## src/rtl/div_wb_queue.sv

```systemverilog
// div_wb_queue: in-order compacting result buffer between the divider and the CDB.
// Slot 0 is the head; slots 0..occupancy-1 hold valid entries.
module div_wb_queue #(
  parameter int unsigned ROB_LEN   = 16,
  parameter int unsigned ROB_IDX_W = $clog2(ROB_LEN),
  parameter int unsigned DEPTH     = 4
) (
  input  logic                         clk,
  input  logic                         rst,
  input  logic                         in_valid,
  input  logic [ROB_IDX_W-1:0]         in_rob_idx,
  input  logic [6:0]                   in_rd,
  input  logic [31:0]                  in_data,
  output logic                         in_ready,
  input  logic                         mispredict,
  input  logic [ROB_LEN-1:0]           flush_mask,
  output logic                         cdb_req,
  output logic [ROB_IDX_W-1:0]         cdb_rob_idx,
  output logic [6:0]                   cdb_rd,
  output logic [31:0]                  cdb_data,
  input  logic                         cdb_gnt,
  output logic [$clog2(DEPTH+1)-1:0]   occupancy
);

  localparam int unsigned OCC_W  = $clog2(DEPTH + 1);
  localparam int unsigned IDX_W  = $clog2(DEPTH);
  localparam int unsigned RD_W   = 7;
  localparam int unsigned DATA_W = 32;

  logic [ROB_IDX_W-1:0] r_rob  [DEPTH];
  logic [RD_W-1:0]      r_rd   [DEPTH];
  logic [DATA_W-1:0]    r_data [DEPTH];
  logic [OCC_W-1:0]     r_occ;

  logic [ROB_IDX_W-1:0] w_n_rob  [DEPTH];
  logic [RD_W-1:0]      w_n_rd   [DEPTH];
  logic [DATA_W-1:0]    w_n_data [DEPTH];
  logic [OCC_W-1:0]     w_n_cnt;
  logic                 w_keep;
  logic                 w_push;
  logic                 w_pop;

  // Handshake and head request; a head being flushed this cycle never requests.
  always_comb begin
    in_ready    = (r_occ != OCC_W'(DEPTH));
    cdb_req     = (r_occ != '0) && !(mispredict && flush_mask[r_rob[0]]);
    w_push      = in_valid && in_ready;
    w_pop       = cdb_req && cdb_gnt;
    cdb_rob_idx = r_rob[0];
    cdb_rd      = r_rd[0];
    cdb_data    = r_data[0];
    occupancy   = r_occ;
  end

  // Next state: drop popped head and flushed entries, compact, then append the push.
  always_comb begin
    w_n_rob  = r_rob;
    w_n_rd   = r_rd;
    w_n_data = r_data;
    w_n_cnt  = '0;
    w_keep   = 1'b0;
    for (int i = 0; i < int'(DEPTH); i++) begin
      w_keep = (OCC_W'(i) < r_occ)
               && !(w_pop && (i == 0))
               && !(mispredict && flush_mask[r_rob[i]]);
      if (w_keep) begin
        w_n_rob[IDX_W'(w_n_cnt)]  = r_rob[i];
        w_n_rd[IDX_W'(w_n_cnt)]   = r_rd[i];
        w_n_data[IDX_W'(w_n_cnt)] = r_data[i];
        w_n_cnt = w_n_cnt + OCC_W'(1);
      end
    end
    if (w_push && !(mispredict && flush_mask[in_rob_idx])) begin
      w_n_rob[IDX_W'(w_n_cnt)]  = in_rob_idx;
      w_n_rd[IDX_W'(w_n_cnt)]   = in_rd;
      w_n_data[IDX_W'(w_n_cnt)] = in_data;
      w_n_cnt = w_n_cnt + OCC_W'(1);
    end
  end

  // Queue storage and count; reset discards everything, including a pending grant.
  always_ff @(posedge clk) begin
    if (rst) begin
      r_occ <= '0;
      for (int i = 0; i < int'(DEPTH); i++) begin
        r_rob[i]  <= '0;
        r_rd[i]   <= '0;
        r_data[i] <= '0;
      end
    end else begin
      r_occ  <= w_n_cnt;
      r_rob  <= w_n_rob;
      r_rd   <= w_n_rd;
      r_data <= w_n_data;
    end
  end

endmodule

```

## config.mk

```make
export PLATFORM = sky130hd
export DESIGN_NAME = div_wb_queue
export DESIGN_NICKNAME = d
export VERILOG_FILES = /design/src/rtl/div_wb_queue.sv
export SDC_FILE = /design/constraint.sdc
export NUM_CORES = 1
export LEC_CHECK = 0
export ABC_CLOCK_PERIOD_IN_PS = 5090
export BUFFER_PORTS_ARGS = -buffer_cell sky130_fd_sc_hd__buf_2
export CELL_PAD_IN_SITES_DETAIL_PLACEMENT = 0
export CELL_PAD_IN_SITES_GLOBAL_PLACEMENT = 1
export CORE_MARGIN = 2
export CORE_UTILIZATION = 45
export CTS_CLUSTER_DIAMETER = 150
export DETAILED_ROUTE_END_ITERATION = 7
export GPL_TIMING_DRIVEN = 0
export PLACE_DENSITY = 0.85
export SLEW_MARGIN = 0
export SYNTH_ARGS = -nofsm -noshare
export SYNTH_HDL_FRONTEND = slang
export SYNTH_SLANG_ARGS = --single-unit
```

## constraint.sdc

```tcl
create_clock -name clk -period 5.09 [get_ports clk]
set_input_delay 0.2545 -clock clk [delete_from_list [all_inputs] [get_ports clk]]
set_output_delay 0.2545 -clock clk [all_outputs]
set_load 0.05 [all_outputs]
```

==> key figures <==
Status
  • Status: complete, no violations

Run
  • Max-cap violations: 0

Route
  • DRT antenna net count: 0
  • Routed vias/inst: 6.14
  • Post-route DRC: 0
  • Vias: slightly below 10k
  • DR WL/cell: between 20 and 25 um
  • Iteration-0 DRC Markers: between 1k and 1.5k
  • Routed wire length: roughly 34000 um
  • Drt pass-1 iters: 5

Setup path
  • Worst EP arrival: 5.11 ns
  • R2R depth: 19
  • Crit path launch type: flop
  • Worst reg2reg path startpoint: cdb_rob_idx[0]
  • Minimum setup slack among reg-to-reg paths: about 0.31 ns
  • Worst Setup End Kind: flop
  • Crit path kind: reg2reg
  • Worst r2r dst: cdb_data[10]
  • Data required, critical path: approximately 5.4 ns
  • CP max FO: 10

Final layout
  • Multi-input logic area: 5690 um2
  • Sequential standard cell area: ~3500 um2
  • Commonest non-fill, non-tap cell in the layout: dfxtp_1
  • Fillers: between 2k and 2.5k
  • Post-Layout Inst Area: 11600 um2
  • # nets final: approximately 1.4k
  • Most frequent cells in the layout: dfxtp_1 (175), buf_2 (139), a211oi_1 (122)
  • Final core utilization: 53.0%
  • Ant. Diodes: 0
  • Layout cell share with drive strength beyond 1: a little over 20%
  • Area grow syn2layout: 15.3%

Yosys
  • Post-synth EDFFs: 0
  • Number of synthesized register bits: between 150 and 200
  • Unique masters post-synth: 50
  • Synth Net Count: 1240
  • Sequential area share after synthesis: 34.9%
  • Synthesized area: around 10000 um2
  • Post-synthesis async set-or-reset flop share: 0%
  • Synthesized area per cell: approximately 8.6 um2
  • Cells after Synth: 1165
  • Top_reg_cell synth: dfxtp_1
  • Yosys warns: 0

Global routing
  • First-pass GRT wire length: roughly 52000 um
  • Largest net degree at the start of global routing: 19
  • Initial antenna violation count: 0
  • Vias in the first global route: around 9k
  • Total gr overflow: 0
  • Gr usage total: around 28%

Clock network
  • Worst-path clk slew: approximately 0.07 ns
  • # clock sinks: 175
  • Root Buffer Master: clkbuf_16
  • H-tree depth: 4
  • Clock Latency Late Sink: around 0.43 ns
  • Clock Tree Buf Depth: 2
  • CTS tree: built
  • Number of CTS-inserted buffers: 17

STA
  • RSZ-0062 raised after global routing: false
  • Fin crit share: a little over nine tenths
  • Slew Limit Fails: 0
  • Fmax: between 200 and 250 MHz
  • Endpoints failing setup: 0
  • Worst Clk Skew: between 0.007 and 0.008 ns
  • Final Hold Fails: 0
  • Rel. slew slack: 42.3%
  • Worst Tran Pin Value: 0.862 ns
  • Worst hold slack: around 0.086 ns
  • Final setup TNS: 0 ns
  • Min Tclk post-route: ~4.8 ns

Floorplanning
  • Die Wd: around 150 um
  • Io pins: between 100 and 150
  • Initial Utilization: between 40% and 50%
  • Chip height: ~150 um
  • # rows: 54
  • Die area: 23500 um2
  • CORE AREA: 21800 um2

Power
  • Leakage: around 4.4 nW
  • Peak VDD IR: roughly 0.18 mV
  • Power Dens Cells: slightly below 300 nW/um2

Worst hold path
  • Hold wc startpoint: in_data[19]
  • Hold Path Sink: r_data[19]
  • Worst Hold Class: in2reg
  • Hold depth: 3

Place
  • Hpwl dp: 22200 um
  • Dpl cell area: 10900 um2
  • Buffers on Ports: between 100 and 150
  • GPL Wtd Cong: between 0.9 and 1
## worst max path at each step
stage | startpoint | endpoint | slack, ns
floorplan | r_rob[8] | cdb_rob_idx[1] | 0.97
global placement | r_rob[8] | r_rd[14] | -0.32
detailed placement | cdb_rob_idx[0] | r_rob[8] | -0.41
CTS | cdb_rob_idx[0] | cdb_rd[4] | 0.0007
global route | cdb_rob_idx[0] | r_data[29] | 0.02
finish | cdb_rob_idx[0] | cdb_data[10] | 0.31
## where the power goes
group / switching (mW) / total [mW] / leakage, nW / internal, mW
Clock: 0.607 / 1.36 / 0.294 / 0.748
Sequential: 0.0288 / 1.44 / 1.42 / 1.42
Combinational: 0.385 / 0.606 / 2.74 / 0.220
Total: 1.02 / 3.41 / 4.45 / 2.38
## layout make-up
type	count	area share, %
Multi-Input combinational cell	817	49.2
Sequential cell	175	30.3
Buffer	158	7.31
Timing Repair Buffer	107	4.63
Clock buffer	18	3.80
Tap cell	280	3.03
Clock inverter	14	1.34
Inverter	13	0.422
## cells in the mapped netlist (all sizes together), types with 3 or more instances
cell,number,area share (%)
mux4,13,2.9
o2111ai,3,0.26
clkbuf,74,2.8
a21boi,41,3.1
nand3,9,0.45
nor2,59,2.2
o32ai,42,3.7
nand2,107,4.1
and2,3,0.19
nor2b,42,2.6
dfxtp,175,35
o22ai,42,2.6
nand2b,3,0.19
o21ai,131,6.5
and3,6,0.37
ha,11,1.4
buf,86,5.6
mux2i,100,10
inv,13,0.49
mux2,5,0.56
a211oi,123,9.3
a22oi,46,3.4
a21oi,7,0.35
a311oi,4,0.35
## stage by stage
stage	std cells	power, mW	worst slack, ns
final	1582	3.41	0.314
after global routing	1582	3.51	0.0157
after CTS	1583	3.40	0.000695
after detailed placement	1552	2.06	-0.410
after global placement	1552	2.06	-0.324
after floorplan	1165	1.89	0.972
## registers in the layout (all words and copies together) (netlist names)
| name | count |
|---|---|
| cdb_data | 32 |
| cdb_rd | 7 |
| cdb_rob_idx | 4 |
| occupancy | 3 |
| r_data | 96 |
| r_rd | 21 |
| r_rob | 12 |
## critical path, stage by stage, from the launching register on
cell and delay [ns]:
dfxtp_1 0.33, buf_2 0.23, mux4_2 0.54, o2111ai_2 0.27, nand3_4 0.21, clkbuf_2 0.28
inv_1 0.10, ha_1 0.29, xor2_2 0.33, inv_1 0.11, ha_1 0.28, nor2_1 0.05
a21oi_1 0.26, inv_1 0.11, ha_1 0.25, nand2_4 0.13, and3_2 0.31, buf_2 0.31
a22oi_1 0.12, o32ai_1 0.15
## per-layer routing
| layer | share of wire (%) | vias up | GRT usage (%) |
|---|---|---|---|
| met5 | 0 | - | 0 |
| met2 | 46 | 448 | 44.8 |
| li1 | - | 4561 | - |
| met4 | 1.2 | 0 | 7.23 |
| met3 | 7.5 | 36 | 4.31 |
| met1 | 45 | 4663 | 39.1 |
## logic make-up (layout without fill, tap and decap cells)
kind of cell,count (synthesis),after routing,synth area share [%]
muxes,118,118,13.5
and+or+nand+nor,238,238,10.9
AOI/OAI and AO/OA,448,448,30.3
DFF,175,175,34.9
adders and majority gates,11,11,1.37
xor gates and xnor gates,2,2,0.175
buffers and inverters,173,310,8.82
## what timing repair did
action                     CTS  global route
resized for setup            6            23
hold buffers                 0             0
setup endpoints to repair  167           162
setup buffers                0             0
Note: power is estimated with default switching activity, not from simulation.
